--- src/rtl/pong_pkg.sv ---
// Shared match-level constants for the pong datapath: FSM encoding, winner
// codes and default sizing, also imported by the renderer overlays.
package pong_pkg;

  typedef enum logic [1:0] {
    ST_IDLE  = 2'b00,
    ST_SERVE = 2'b01,
    ST_PLAY  = 2'b10,
    ST_OVER  = 2'b11
  } match_state_e;

  localparam logic [1:0] WINNER_NONE = 2'b00;
  localparam logic [1:0] WINNER_P1   = 2'b01;
  localparam logic [1:0] WINNER_P2   = 2'b10;

  localparam int SCORE_W_DEFAULT   = 4;
  localparam int WIN_SCORE_DEFAULT = 9;
  localparam int SERVE_CNT_W       = 26;

endpackage

--- src/rtl/edge_sync.sv ---
// Two-flop synchroniser for a slow-domain level, followed by a one-cycle
// pulse on each synchronised rising edge.
module edge_sync (
  input  logic clk_out,
  input  logic reset,
  input  logic d_i,
  output logic evt_o
);

  logic sync1_q;
  logic sync2_q;
  logic prev_q;

  // Sync chain keeps running regardless of enable so no stale edge is left behind
  always_ff @(posedge clk_out or posedge reset) begin
    if (reset) begin
      sync1_q <= 1'b0;
      sync2_q <= 1'b0;
      prev_q  <= 1'b0;
    end else begin
      sync1_q <= d_i;
      sync2_q <= sync1_q;
      prev_q  <= sync2_q;
    end
  end

  assign evt_o = sync2_q & ~prev_q;

endmodule

--- src/rtl/match_ctrl.sv ---
// Match controller: conditions point pulses and runs the serve/play/over
// state machine, driving registered scores, ball controls and result flags.
module match_ctrl
  import pong_pkg::*;
#(
  parameter int WIN_SCORE    = WIN_SCORE_DEFAULT,
  parameter int SERVE_CYCLES = 25_000_000,
  parameter int SCORE_W      = SCORE_W_DEFAULT
) (
  input  logic               clk_out,
  input  logic               reset,
  input  logic               enable,
  input  logic               start,
  input  logic               p1_point,
  input  logic               p2_point,
  output logic [SCORE_W-1:0] p1_score,
  output logic [SCORE_W-1:0] p2_score,
  output logic               ball_run,
  output logic               ball_reset,
  output logic               game_over,
  output logic [1:0]         winner,
  output logic [1:0]         state
);

  localparam logic [SERVE_CNT_W-1:0] SERVE_LAST = SERVE_CNT_W'(SERVE_CYCLES - 1);
  localparam logic [SERVE_CNT_W-1:0] TIMER_ONE  = SERVE_CNT_W'(1);
  localparam logic [SCORE_W-1:0]     WIN_LAST   = SCORE_W'(WIN_SCORE - 1);
  localparam logic [SCORE_W-1:0]     SCORE_ONE  = SCORE_W'(1);

  logic p1_evt;
  logic p2_evt;

  match_state_e             state_q;
  logic [SERVE_CNT_W-1:0]   timer_q;
  logic [SCORE_W-1:0]       p1_score_q;
  logic [SCORE_W-1:0]       p2_score_q;
  logic                     ball_run_q;
  logic                     ball_reset_q;
  logic                     game_over_q;
  logic [1:0]               winner_q;

  edge_sync u_sync_p1 (
    .clk_out (clk_out),
    .reset   (reset),
    .d_i     (p1_point),
    .evt_o   (p1_evt)
  );

  edge_sync u_sync_p2 (
    .clk_out (clk_out),
    .reset   (reset),
    .d_i     (p2_point),
    .evt_o   (p2_evt)
  );

  // Match FSM with all outputs registered alongside the state transitions
  always_ff @(posedge clk_out or posedge reset) begin
    if (reset) begin
      state_q      <= ST_IDLE;
      timer_q      <= '0;
      p1_score_q   <= '0;
      p2_score_q   <= '0;
      ball_run_q   <= 1'b0;
      ball_reset_q <= 1'b1;
      game_over_q  <= 1'b0;
      winner_q     <= WINNER_NONE;
    end else if (!enable) begin
      // Frozen: events seen now are simply dropped
      ball_run_q <= 1'b0;
    end else begin
      case (state_q)
        ST_IDLE, ST_OVER: begin
          if (start) begin
            state_q      <= ST_SERVE;
            timer_q      <= '0;
            p1_score_q   <= '0;
            p2_score_q   <= '0;
            ball_run_q   <= 1'b0;
            ball_reset_q <= 1'b1;
            game_over_q  <= 1'b0;
            winner_q     <= WINNER_NONE;
          end
        end
        ST_SERVE: begin
          if (timer_q == SERVE_LAST) begin
            state_q      <= ST_PLAY;
            timer_q      <= '0;
            ball_run_q   <= 1'b1;
            ball_reset_q <= 1'b0;
          end else begin
            timer_q <= timer_q + TIMER_ONE;
          end
        end
        ST_PLAY: begin
          ball_run_q <= 1'b1;
          // P1 has priority on a same-cycle tie; the P2 event is lost
          if (p1_evt) begin
            p1_score_q   <= p1_score_q + SCORE_ONE;
            ball_run_q   <= 1'b0;
            ball_reset_q <= 1'b1;
            if (p1_score_q == WIN_LAST) begin
              state_q     <= ST_OVER;
              game_over_q <= 1'b1;
              winner_q    <= WINNER_P1;
            end else begin
              state_q <= ST_SERVE;
            end
          end else if (p2_evt) begin
            p2_score_q   <= p2_score_q + SCORE_ONE;
            ball_run_q   <= 1'b0;
            ball_reset_q <= 1'b1;
            if (p2_score_q == WIN_LAST) begin
              state_q     <= ST_OVER;
              game_over_q <= 1'b1;
              winner_q    <= WINNER_P2;
            end else begin
              state_q <= ST_SERVE;
            end
          end
        end
        default: begin
          state_q      <= ST_IDLE;
          ball_run_q   <= 1'b0;
          ball_reset_q <= 1'b1;
        end
      endcase
    end
  end

  assign p1_score   = p1_score_q;
  assign p2_score   = p2_score_q;
  assign ball_run   = ball_run_q;
  assign ball_reset = ball_reset_q;
  assign game_over  = game_over_q;
  assign winner     = winner_q;
  assign state      = state_q;

endmodule
--- config.mk ---
export PLATFORM = sky130hd
export DESIGN_NAME = match_ctrl
export DESIGN_NICKNAME = d
export VERILOG_FILES = /design/src/rtl/pong_pkg.sv /design/src/rtl/edge_sync.sv /design/src/rtl/match_ctrl.sv
export SDC_FILE = /design/constraint.sdc
export NUM_CORES = 1
export LEC_CHECK = 0
export BUFFER_PORTS_ARGS = -buffer_cell sky130_fd_sc_hd__buf_2
export CORE_UTILIZATION = 59
export CTS_CLUSTER_DIAMETER = 30
export DETAILED_ROUTE_END_ITERATION = 7
export GPL_ROUTABILITY_DRIVEN = 0
export PLACE_DENSITY_LB_ADDON = 0.1
export RECOVER_POWER = 50
export SLEW_MARGIN = 40
export SYNTH_ARGS = -nofsm -noshare
export SYNTH_HDL_FRONTEND = slang
export SYNTH_HIERARCHICAL = 1
export SYNTH_SLANG_ARGS = --single-unit
--- constraint.sdc ---
create_clock -name clk_out -period 2.1 [get_ports clk_out]
set_input_delay 0.105 -clock clk_out [delete_from_list [all_inputs] [get_ports clk_out]]
set_output_delay 0.105 -clock clk_out [all_outputs]
set_load 0.05 [all_outputs]
Word-level counts from Yosys, hierarchy flattened --
Cells that the tools add are included. Widths: inputs -> output; s select.
Storage, ports and cells: register bits after elaboration 47, bits of input ports 6, output and inout port bits 15, word-level logic and storage cells 85
Operators by class: add/sub/neg operators 3, equality and inequality tests 16, mux-type cells 38, bitwise operators 4, reduce and logical (&&, ||, !) cells 10
Operators with widths (count):
- $mux 26 | 2
- $pmux 26 s2 | 1
- $add 26x1->26 const B | 1
- $eq 26x25->1 const B | 1
- $mux 2 | 11
- $mux 4 | 4
- $pmux 4 s2 | 2
- $ne 3x3->1 const B | 5
- $mux 1 | 13
- $ne 2x2->1 const B | 5
- $add 4x1->4 const B | 2
- $eq 4x4->1 const B | 2
- $reduce_and 4->1 | 2
- $pmux 1 s3 | 2
- $pmux 2 s3 | 1
- $reduce_and 6->1 | 1
- $reduce_and 5->1 | 1
- $eq 2x2->1 const B | 2
- $pmux 2 s2 | 1
- $reduce_bool 2->1 | 2
- $reduce_and 3->1 | 1
- $and 1x1->1 | 2
- $eq 2x1->1 const B | 1
- $logic_not 2->1 | 1
- other kinds (4) | 5

Longest topological paths before layout --
depth after elaboration 6, gate-level depth with buffers 8, gate-level depth less buffers 7

By module --
The synthesis kept the hierarchy.
Modules (own cells, without submodules):
- match_ctrl | times used 1, cells an instance 254, area an instance 2346.0 um^2, seq. area each 1027.2 um^2
- edge_sync | times used 2, cells an instance 5, area an instance 92.6 um^2, seq. area each 75.1 um^2

Worst setup path after synthesis --
OpenSTA, ideal clock, no wires.
path type register -> register, start register state_q[0] (netlist: state[0]), end register timer_q[4], library setup time 0.121 ns, data arrival time 2.193 ns, required time 1.979 ns, setup slack -0.214 ns, stages on the path, launching flop included 8, buffers on the path 0, clock period less this slack 2.314 ns, cell sequence dfrtp_1 > inv_1 > ha_1 > mux2i_1 > nand2b_1 > nor2_1 > mux2_2 > a22o_1
On the way: longest elaborated chain between the ends 4, elaborated cells between the ends (all ways) 8, those cells by class eq/ne (3); mux (1); reduce/logical (4)
Ends and longest elaborated chain:
- from (decl) | line match_ctrl.sv:33 | match_state_e state_q;
- from (signal assigned) | line match_ctrl.sv:59 | state_q <= ST_IDLE;
- from (signal assigned) | line match_ctrl.sv:74 | state_q <= ST_SERVE;
- from (signal assigned) | line match_ctrl.sv:86 | state_q <= ST_PLAY;
- $eq 2x2->1 or $logic_not 2->1 (tied branches) | line match_ctrl.sv:71 | case (state_q)
- $reduce_or 2->1 | line match_ctrl.sv:71
- $ne 2x2->1 (no source line) or $reduce_bool 2->1 (tied branches)
- $reduce_and 3->1 (no source line)
- to (signal assigned) | line match_ctrl.sv:91 | timer_q <= timer_q + TIMER_ONE;
- to (decl) | line match_ctrl.sv:34 | logic [SERVE_CNT_W-1:0] timer_q;
Several ways; a longest one is shown, not always the timed one. A chain may end at the register's enable or synchronous reset.

Final worst setup path --
start register timer_q[10], end register ball_run_q (netlist: ball_run)
On the way: longest elaborated chain between the ends 3
Ends and longest elaborated chain:
- $eq 26x25->1 | line match_ctrl.sv:85 | if (timer_q == SERVE_LAST) begin
- $ne 3x3->1 (no source line)
- $reduce_and 2->1 (no source line)
- to (signal assigned) | line match_ctrl.sv:88 | ball_run_q <= 1'b1;
- to (signal assigned) | line match_ctrl.sv:95 | ball_run_q <= 1'b1;
- to (signal assigned) | line match_ctrl.sv:99 | ball_run_q <= 1'b0;
- to (decl) | line match_ctrl.sv:37 | logic ball_run_q;
No other way between the ends.

==> summary.md <==
The flow ran to the end, and the final reports show no timing, DRC or antenna violations. TritonCTS built the clock tree. The kind of path behind the tightest hold check was input port to flip-flop.

The least setup slack across all paths after layout came out at 89.40 ps. The final number of max-transition violations was 0. The number of DRC violations after detailed-routing iteration 0 was 218; the register bit count reported by yosys was 47.

The initial antenna violation count was 0; the count of input and output buffers was 20. Counting every instance in the synthesized netlist gives 264. The first global-routing pass estimated 9370 microns of wire. In this run the mean area of a mapped cell was 9.588 sq um. For the remaining antenna violation count, the log shows 0. The cell with the most instances on the worst path was sky130_fd_sc_hd__buf_4. The floorplan die height came out at 67.50 microns. Walking the worst path, the cells encountered are nor4b_2 > nand4_2 > buf_4 > nor4_1 > buf_4 > mux2i_1 > o21ai_1. The tools report the total core area as 0.004058 sq mm.

The tools report the detailed-route wire length as 5829 microns. After synthesis, the cell types taking the most area are sky130_fd_sc_hd__dfrtp_1, sky130_fd_sc_hd__nand2_1, sky130_fd_sc_hd__ha_1, sky130_fd_sc_hd__xor2_1, sky130_fd_sc_hd__nand4_1. During I/O placement, the number of pins put on the boundary was 21. For this run, the number of Yosys warnings is 6. The logs give 0 for the max-capacitance violation count and 47 for the clock sink count.

STA classifies the critical path endpoint as a flip-flop. The count of cells along the worst hold path came out at 3. The synthesized design contains 0 enable-type register cells. The worst setup path is of the flip-flop to flip-flop kind. The growth of design area from synthesis to finish was 21.55%; the final layout net count was 333.

The worst endpoint required time is 2290 ps. Summed over all cells, the static leakage comes to 0.001362 uW. The synthesized netlist contains 50 unique library cells. At the placement stage, the worst setup path has a slack of 31.69 ps. The detailed placer's ending HPWL is 4084 microns.

The run gives 2200 ps as the arrival time of the worst setup path. The number of nets produced by synthesis was 278. Starting density of the core: 62.38%.

Dividing total power by cell area gives a power density of 867.0 mW/mm^2. Detail-routed net length per standard cell: 15.75 microns. The share of flip-flops with an asynchronous set or reset works out to 100.0%. For this run, the top clock speed supported by timing is 497.4 MHz. The tools report the number of antenna diodes as 0. For the area of the die, the log shows 0.004556 sq mm. In the final layout, the share of cells above drive strength 1 is 18.75%. The post-route clock period utilization was 95.74%. The via count of the first global-routing pass came out at 1953. The run gives 0 as the global-route congestion overflow total. The tools report the standard-cell row count as 23.

The later pin in the worst-skew pair is clocked with a latency of 310 ps. The count of cells along the worst register-to-register path was 7. After clock tree synthesis, the clock-pin slew on the worst setup and hold paths is 90 ps.

Entering global routing, the biggest net connects 18 pins. Number of fill cells in the layout: 293. The minimum clock period after layout was 2011 ps; the minimum setup slack among reg-to-reg paths was 90 ps. The relative slew slack came out at 47.00%. The maximum vdd ir drop is 0.6874 mV. The sequential-to-total area share from yosys stat was 46.52%.

The H-tree depth reported by CTS was 2; the horizontal die dimension was 67.50 microns. In this run the cell area of the synthesized design comes to 0.002531 sq mm. The share of synthesized area in the top cell type comes to 45.48%. Pin slew with the least headroom to its limit: 795.0 ps. Registers take 0.001180 sq mm. Delay of the slowest critical-path stage: 440 ps. The most common cell in the synthesized netlist is sky130_fd_sc_hd__dfrtp_1. Clock tree synthesis selected as its root buffer the cell sky130_fd_sc_hd__clkbuf_8. The number of setup violations in the final report came out at 0. The biggest area contributor in the post-synthesis netlist is sky130_fd_sc_hd__dfrtp_1.

In this run the worst path has a maximum fanout of 5. Across every metal layer, demand over resource in global routing totals 28.44%. Counting instances in the post-synthesis netlist gives the leading cell types as sky130_fd_sc_hd__dfrtp_1, sky130_fd_sc_hd__nand2_1, sky130_fd_sc_hd__nor2_1, sky130_fd_sc_hd__o21ai_0, sky130_fd_sc_hd__nand3_1. The leading register cell type out of synthesis was sky130_fd_sc_hd__dfrtp_1. The setup TNS after final layout was 0 ps; the first-pass detailed-route iteration total was 4. Counting the buffers created by CTS gives 5. The run gives 0 as the post-detailed-route DRC marker count. The total number of vias was 2185; the detail-routed via count per cell was 5.905. The hold violation count in the final report is 0, and the worst clock skew on the final layout is 8.641 ps. Maximum clock path buffer count: 2. The slowest stage of the critical path is the sky130_fd_sc_hd__dfrtp_1 cell.

The multi-input combinational cell area is 0.001309 sq mm. Startpoint class of the critical path: a flip-flop.
metal layers:
layer | share of wire, % | GRT usage, % | up-vias | wire length [microns]
met5 | 0 | 0 | - | 0
li1 | - | - | 1080 | -
met2 | 46 | 41.96 | 77 | 2658
met3 | 6.0 | 5.574 | 11 | 347
met1 | 46 | 40.32 | 1017 | 2708
met4 | 2.0 | 12.23 | 0 | 114
state kept, by name, summed over array words and instances (netlist names):
register           cells
ball_reset             1
ball_run               1
game_over              1
p1_score               4
p2_score               4
state                  2
timer_q               26
u_sync_p1/prev_q       1
u_sync_p1/sync1_q      1
u_sync_p1/sync2_q      1
u_sync_p2/prev_q       1
u_sync_p2/sync1_q      1
u_sync_p2/sync2_q      1
winner                 2
worst paths after layout:
| kind | start | end |
|---|---|---|
| max | timer_q[10] | ball_run |
| min | enable | ball_run |
| min in group asynchronous | reset | u_sync_p1/sync2_q |
| max in group asynchronous | reset | timer_q[24] |
| min reg2reg | u_sync_p1/sync1_q | u_sync_p1/sync2_q |
| max reg2reg | timer_q[10] | ball_run |
stage by stage:
step | total power (uW) | util, % | hold slack, ps | std cells | cell area, sq um
floorplan | 1584 | - | -141.4 | 264 | 2536
global placement | 1829 | 71.14 | -11.87 | 357 | 2887
detailed placement | 1857 | 71.14 | -2.711 | 357 | 2887
CTS | 2573 | 74.96 | 131.4 | 369 | 3042
global route | 2796 | 75.82 | 170.6 | 370 | 3077
finish | 2668 | 75.82 | 144.3 | 370 | 3077
placed cells by master (no fill, tap or decap), types with 3 or more instances in the layout:
master / instances
sky130_fd_sc_hd__nor3_1: 10
sky130_fd_sc_hd__a22o_1: 7
sky130_fd_sc_hd__nand4_1: 14
sky130_fd_sc_hd__a21oi_1: 8
sky130_fd_sc_hd__nor2b_1: 3
sky130_fd_sc_hd__inv_1: 14
sky130_fd_sc_hd__a21o_1: 3
sky130_fd_sc_hd__clkbuf_1: 18
sky130_fd_sc_hd__xor2_1: 11
sky130_fd_sc_hd__o311ai_1: 4
sky130_fd_sc_hd__buf_4: 29
sky130_fd_sc_hd__dlygate4sd3_1: 3
sky130_fd_sc_hd__dfrtp_1: 44
sky130_fd_sc_hd__o21ai_1: 3
sky130_fd_sc_hd__o21ai_0: 16
sky130_fd_sc_hd__nor2_1: 23
sky130_fd_sc_hd__nand3_1: 15
sky130_fd_sc_hd__buf_2: 4
sky130_fd_sc_hd__and3_1: 4
sky130_fd_sc_hd__clkbuf_8: 6
sky130_fd_sc_hd__ha_1: 8
sky130_fd_sc_hd__nand2_1: 28
critical path, delay by kind of cell, from the launching register on:
| kind | cells | cell delay [ps] |
|---|---|---|
| buf+inv | 2 | 370 |
| mux | 1 | 190 |
| compound gates | 1 | 70 |
| flops | 1 | 440 |
| simple gates | 3 | 840 |
report_power, final:
group          total, uW  internal (uW)  leakage (uW)  switching, uW
combinational        890            380      0.000681            510
sequential          1080            991      0.000620           89.9
clock                697            385     0.0000612            311
cells by family (layout without fill, tap and decap cells):
| group | after synthesis | count (layout) | share of synthesized area, % |
|---|---|---|---|
| buffers and inverters | 21 | 77 | 3.559 |
| flip-flops | 47 | 47 | 46.52 |
| XOR/XNOR | 11 | 11 | 3.806 |
| AND/OR/NAND/NOR | 119 | 119 | 25.75 |
| adder cells (fa/ha/maj) | 8 | 8 | 3.955 |
| AO/OA/AOI/OAI | 54 | 54 | 14.78 |
| multiplexers | 4 | 4 | 1.631 |
what timing repair did:
action / in CTS / in global routing
hold endpoints to repair: 23 / 0
hold buffers: 3 / 0
buffers inserted: 1 / 1
pin swaps: 0 / 1
gates resized for setup: 0 / 7
endpoints found under the setup margin: 1 / 18
layout make-up:
class / instances / share of cell area (%)
multi-input combinational: 196 / 42.54
sequential: 47 / 38.35
timing repair buffer: 55 / 11.55
clock buffer: 6 / 2.684
tap: 50 / 2.033
inverter: 14 / 1.708
clock inverter: 2 / 1.139
No activity file was read; power rests on OpenSTA's default activity.
